[config.mk]
export PLATFORM = sky130hd
export DESIGN_NAME = fifo_writer_packer
export DESIGN_NICKNAME = d
export VERILOG_FILES = /design/src/rtl/fifo_writer_packer.sv
export SDC_FILE = /design/constraint.sdc
export NUM_CORES = 1
export LEC_CHECK = 0
export ABC_AREA = 1
export BUFFER_PORTS_ARGS = -buffer_cell sky130_fd_sc_hd__clkbuf_2
export CAP_MARGIN = 20
export CELL_PAD_IN_SITES_DETAIL_PLACEMENT = 0
export CELL_PAD_IN_SITES_GLOBAL_PLACEMENT = 2
export CORE_MARGIN = 4
export CORE_UTILIZATION = 33
export CTS_BUF_LIST = sky130_fd_sc_hd__clkbuf_4
export DETAILED_ROUTE_END_ITERATION = 8
export MAX_ROUTING_LAYER = met4
export PLACE_DENSITY = 0.95
export SYNTH_ARGS = -nofsm -noshare
export SYNTH_HDL_FRONTEND = slang
export SYNTH_SLANG_ARGS = --single-unit
[constraint.sdc]
create_clock -name CLK -period 4.2 [get_ports CLK]
set_input_delay 0.84 -clock CLK [delete_from_list [all_inputs] [get_ports CLK]]
set_output_delay 0.84 -clock CLK [all_outputs]
set_load 0.02 [all_outputs]
[src/rtl/fifo_writer_packer.sv]
// Packs a little-endian byte stream into 32-bit words for the TX word FIFO.
// Stops after a programmed byte length; the final word is zero-padded.
module fifo_writer_packer #(
  parameter int LEN_W = 6
) (
  input  logic             CLK,
  input  logic             RESETn,
  input  logic             Write_Request,
  input  logic [LEN_W-1:0] i_TX_BUFFER_LENGTH,
  input  logic [7:0]       serial_input,
  input  logic             serial_input_valid,
  output logic             serial_input_ready,
  input  logic             i_FIFO_full,
  output logic             o_FIFO_wr_en,
  output logic [31:0]      o_FIFO_din,
  output logic [1:0]       Pack_Counter,
  output logic             o_busy,
  output logic             o_done,
  output logic [LEN_W-1:0] o_word_count
);

  localparam logic [1:0] IDLE  = 2'd0;
  localparam logic [1:0] PACK  = 2'd1;
  localparam logic [1:0] WRITE = 2'd2;
  localparam logic [1:0] DONE  = 2'd3;

  logic [1:0]       state;
  logic [LEN_W-1:0] len_q;
  logic [LEN_W-1:0] byte_cnt;
  logic [LEN_W-1:0] byte_cnt_nx;
  logic [31:0]      word_q;
  logic             accept;

  assign serial_input_ready = (state == PACK);
  assign accept       = serial_input_ready && serial_input_valid;
  assign o_FIFO_wr_en = (state == WRITE) && !i_FIFO_full;
  assign o_FIFO_din   = word_q;
  assign o_busy       = (state != IDLE);
  assign o_done       = (state == DONE);
  assign byte_cnt_nx  = byte_cnt + 1'b1;

  always_ff @(posedge CLK) begin
    if (!RESETn) begin
      state        <= IDLE;
      len_q        <= '0;
      byte_cnt     <= '0;
      word_q       <= '0;
      Pack_Counter <= '0;
      o_word_count <= '0;
    end else begin
      unique case (state)
        IDLE: begin
          if (Write_Request) begin
            len_q        <= i_TX_BUFFER_LENGTH;
            byte_cnt     <= '0;
            word_q       <= '0;
            Pack_Counter <= '0;
            o_word_count <= '0;
            state <= (i_TX_BUFFER_LENGTH == '0) ? DONE : PACK;
          end
        end
        PACK: begin
          if (accept) begin
            word_q[Pack_Counter*8 +: 8] <= serial_input;
            byte_cnt     <= byte_cnt_nx;
            Pack_Counter <= Pack_Counter + 2'd1;
            if (Pack_Counter == 2'd3 || byte_cnt_nx == len_q)
              state <= WRITE;
          end
        end
        WRITE: begin
          if (o_FIFO_wr_en) begin
            o_word_count <= o_word_count + 1'b1;
            word_q       <= '0;
            Pack_Counter <= '0;
            state <= (byte_cnt == len_q) ? DONE : PACK;
          end
        end
        DONE: state <= IDLE;
        default: state <= IDLE;
      endcase
    end
  end

endmodule

# After elaboration in Yosys (flattened, before gate mapping)
# Index checks and enable logic that the tools add are counted.
# classes
n_addsub	4
n_reduce_logical	15
shifts	2
n_mux	21
mul	0
magnitude_cmp	0
n_eq_ne	10
n_bitwise	0
div	0
# op_table
cell	n
2-to-1 mux 32 bit	3
case mux 32 bit (3 select lines)	1
negator 5 -> 34 bit	1
variable shift 8 x 34 -> 32 bit (first input constant)	1
indexed part select 8 x 34 -> 32 bit	1
bitwise mux 32 bit	1
case mux 6 bit (2 select lines)	2
2-to-1 mux 2 bit	9
2-to-1 mux 6 bit	3
adder 6 x 1 -> 6 bit (second input constant)	2
equality test 6 bit	2
case mux 2 bit (4 select lines)	1
AND reduction 4 bit	2
equality test 2 bit (second input constant)	3
logical NOT 6 bit	1
case mux 2 bit (3 select lines)	1
AND reduction 3 bit	2
nonzero test 2 bit	3
inequality test 2 x 1 -> 1 bit (second input constant)	2
inequality test 2 bit (second input constant)	2
nonzero test 3 bit	1
adder 2 x 1 -> 2 bit (second input constant)	1
equality test 2 x 1 -> 1 bit (second input constant)	1
logical AND 1 bit	2
4 further kinds	4
# word_totals
romBits	0
latch_bits	0
n_memories	0
inputBits	19
ramBits	0
regBits	54
output_inout_bits	44

# Longest topological paths before layout
# logic_depth
depth_word	6
mapped_depth	12
depth_no_buf	12

# Worst setup path before layout
# OpenSTA, ideal clock, no wires.
# synth_path
path_type	register to register
start	reg Pack_Counter[0]
end	reg word_q[27] (netlist: o_FIFO_din[27])
path_buffers	2
setup_ns	0.070
t_required_ns	4.130
synth_period_minus_slack_ns	2.158
stages_incl_launch_ff	10
arrival_time_ns	2.087
slack_ns	2.042
path_cell_list	dfxtp_1 > clkbuf_1 > inv_1 > ha_1 > inv_1 > clkbuf_1 > nand3_1 > nor2_1 > nand4_1 > a21oi_1
# synth_via
elab_chain_len	5
word_cells_on_any_way	6
classes_between	1 x add/sub; 2 x shift; 3 x mux
# synth_rtl
element	line_no	rtl
start, declared	16	output logic [1:0] Pack_Counter,
start signal, assigned	66	Pack_Counter <= Pack_Counter + 2'd1;
negator 5 -> 34 bit (*)	64	word_q[Pack_Counter*8 +: 8] <= serial_input;
indexed part select 8 x 34 -> 32 bit or variable shift 8 x 34 -> 32 bit (tied branches)	64	
bitwise mux 32 bit (*)	64	
2-to-1 mux 32 bit (*)	63	if (accept) begin
case mux 32 bit (3 select lines) (*)	51	unique case (state)
end signal, assigned by index	64	
end, declared	31	logic [31:0] word_q;
# Every way passes the cells marked *; elsewhere a longest branch is shown, timed or not. The select of a mux whose other input is x is not followed.
# A chain may end at the register's enable or synchronous reset.

# Worst setup path in the final report
# layout_path
start	reg Pack_Counter[0]
end	reg word_q[14] (netlist: o_FIFO_din[14])
# The elaborated chain is that of the path after synthesis.

==> metrics <==
Synth Instances 359; clock root cell clkbuf_4; port bufs 62; Leakage 1.34 nW; initial antenna violation count 0; global route overflow 0; worst-case clock skew 0.0125 ns; Slew Limit Headroom 54.8%; Remaining DRCs 0; post-route setup slack 1.57 ns; final worst path period need 2.63 ns; CTS Buf Count 5; Hold WS 0.455 ns; Tcrit/Tclk final 62.6%; CTS tree yes; Critical Path AT 2.95 ns; Post-CTS Setup Inserts 0; syn_nets 384; WS Path Type flip-flop to flip-flop; CP endpoint kind flip-flop; vias in the first global route 2432; dpl hpwl 5.07 mm; DR vias/cell 4.84; # IOs 63; required time worst endpoint 4.53 ns; Initial Util 34.0%; count of different cell masters after synthesis 36; Die Footprint 0.00950 mm2; commonest non-fill, non-tap cell in the layout clkbuf_2; CP max stage cell dfxtp_1; DP Area 0.00302 mm2; H-tree levels 2; Worst-Skew Late Latency 0.39 ns; diode count 0; Global Route Usage Sum 14.8%; largest net degree at the start of global routing 29; routed vias 2513; Final Hold Fails 0; post-route ant nets 0; hold crit path type flip-flop to flip-flop; max-slew violations 0; fmax 381 MHz; DRT iter0 DRCs 61; Crit path largest cell delay 0.77 ns; count of hold-fix buffers inserted at cts 0; most used cell, CP inv_1; post-route cell area 0.00310 mm2; first-pass GRT wire length 11.5 mm; Fin Setup TNS 0 ns; critical path cell sequence inv_1, ha_1, inv_1, nor3_1, nand4_1, a211oi_2; nets 441; CTS Buffer Depth 2; crit-path max FO 19; final wirelength 6.82 mm; final setup fails 0; #FFs+latches synth 54; RSZ-0062 raised after global routing no; Post-Place Worst Slack 1.64 ns; post_cts resized 0; critical path launch point type flip-flop; most frequent cells in the layout 62 x clkbuf_2, 55 x nand2_1, 54 x dfxtp_1, 42 x inv_1, 40 x nor2_1; synthesized cell area 0.00264 mm2; Syn-to-layout area delta 17.4%; ratio of cells with drive above 1 in the final layout 20.4%; Worst-path clk slew 0.18 ns; VDD IR max 250 uV; register area share after synthesis 40.9%; GP Congestion 0.811; syn avg cell area 7.36 um2; DRT Pass-1 Iters 4; row count 32; max cap viols 0; core box area 0.00777 mm2; PD cells 671 mW/mm2; status finished, final reports clean; Chip Width 97.5 um; Worst-Margin Slew 0.672 ns; DIE HEIGHT 97.5 um; clock sinks 54; Avg WL per Cell 13.1 um; Ys Warns 0
## power breakdown
part | total (mW) | switching [mW] | internal (mW)
clock | 0.312 | 0.182 | 0.130
sequential | 0.775 | 0.116 | 0.660
combinational | 0.992 | 0.683 | 0.309
## cell families (layout without fill, tap and decap cells)
group           Yosys count  in the layout  share of synthesized area, %
compound gates           83             83                          18.5
flops                    54             54                          40.9
simple gates            155            155                          27.5
buf+inv                  56            114                          8.66
xor+xnor                  5              5                          1.66
fa+ha+maj                 6              6                          2.84
## stage by stage
step,std cells,utilization (%),power [mW]
after CTS,519,39.9,2.10
after global placement,511,38.8,1.78
after global routing,519,39.9,2.26
after detailed placement,511,38.8,1.79
final,519,39.9,2.08
after floorplan,359,-,1.54
## worst max-delay path, delay by kind of cell, from the launching register on
family                   cells  cell delay, ns
AO/OA/AOI/OAI                1            0.25
adder cells (fa/ha/maj)      1            0.35
buffers and inverters        2            0.38
flip-flops                   1            0.77
AND/OR/NAND/NOR              2            0.81
## synthesized netlist by cell type
cell type	count	area (um2)
nor2_1	40	150
a31oi_1	4	25.0
nand4_1	9	56.3
ha_1	6	75.1
xor2_1	3	26.3
inv_1	42	158
nor2_2	2	12.5
inv_2	2	7.51
o21ai_1	2	10.0
o211a_1	4	40.0
a22oi_1	1	7.51
buf_4	1	7.51
nand2_4	3	33.8
nor2b_1	1	6.26
a21oi_1	37	185
and3_1	1	6.26
o22ai_1	1	6.26
nand3_2	1	10.0
nand2_2	1	6.26
a211oi_1	4	30.0
xnor2_1	2	17.5
o21ai_2	1	8.76
clkbuf_1	9	33.8
nor2_8	1	20.0
and3b_1	1	8.76
o21ai_0	25	125
a22o_1	1	8.76
nand3b_1	1	7.51
nand2_1	55	206
nor2_4	1	11.3
nor3_1	14	70.1
a211oi_2	2	25.0
nand3_1	24	120
a21oi_4	1	16.3
buf_6	2	22.5
dfxtp_1	54	1080
## registers in the layout, summed over array words and instances (netlist names)
| signal | cells |
|---|---|
| len_q | 6 |
| o_FIFO_din | 32 |
| byte_cnt | 6 |
| Pack_Counter | 2 |
| state | 2 |
| o_word_count | 6 |
## layer usage
layer / up-vias / track usage (%) / routed length [um]
met5: - / - / 0
met4: 0 / 3.73 / 70
li1: 1315 / - / -
met2: 66 / 23.0 / 3140
met3: 6 / 3.09 / 300
met1: 1126 / 19.7 / 3310
## worst paths after layout
check,from,to,slack (ns),cells past startpoint
setup / recovery,Pack_Counter[0]$_SDFFE_PN0P_,o_FIFO_din[14]$_SDFFE_PN0P_,1.57,6
hold / removal,o_FIFO_din[23]$_SDFFE_PN0P_,o_FIFO_din[23]$_SDFFE_PN0P_,0.45,2
setup reg to reg,Pack_Counter[0]$_SDFFE_PN0P_,o_FIFO_din[14]$_SDFFE_PN0P_,1.57,6
hold reg to reg,o_FIFO_din[23]$_SDFFE_PN0P_,o_FIFO_din[23]$_SDFFE_PN0P_,0.45,2
## final cells by class
class / count / area (um2)
inverter: 44 / 165
tap: 102 / 128
sequential: 54 / 1080
fill: 862 / 4670
clock inverter: 3 / 47.5
clock buffer: 5 / 37.5
timing repair buffer: 62 / 310
multi-input combinational: 249 / 1330
Note: power is estimated with default switching activity, not from simulation.
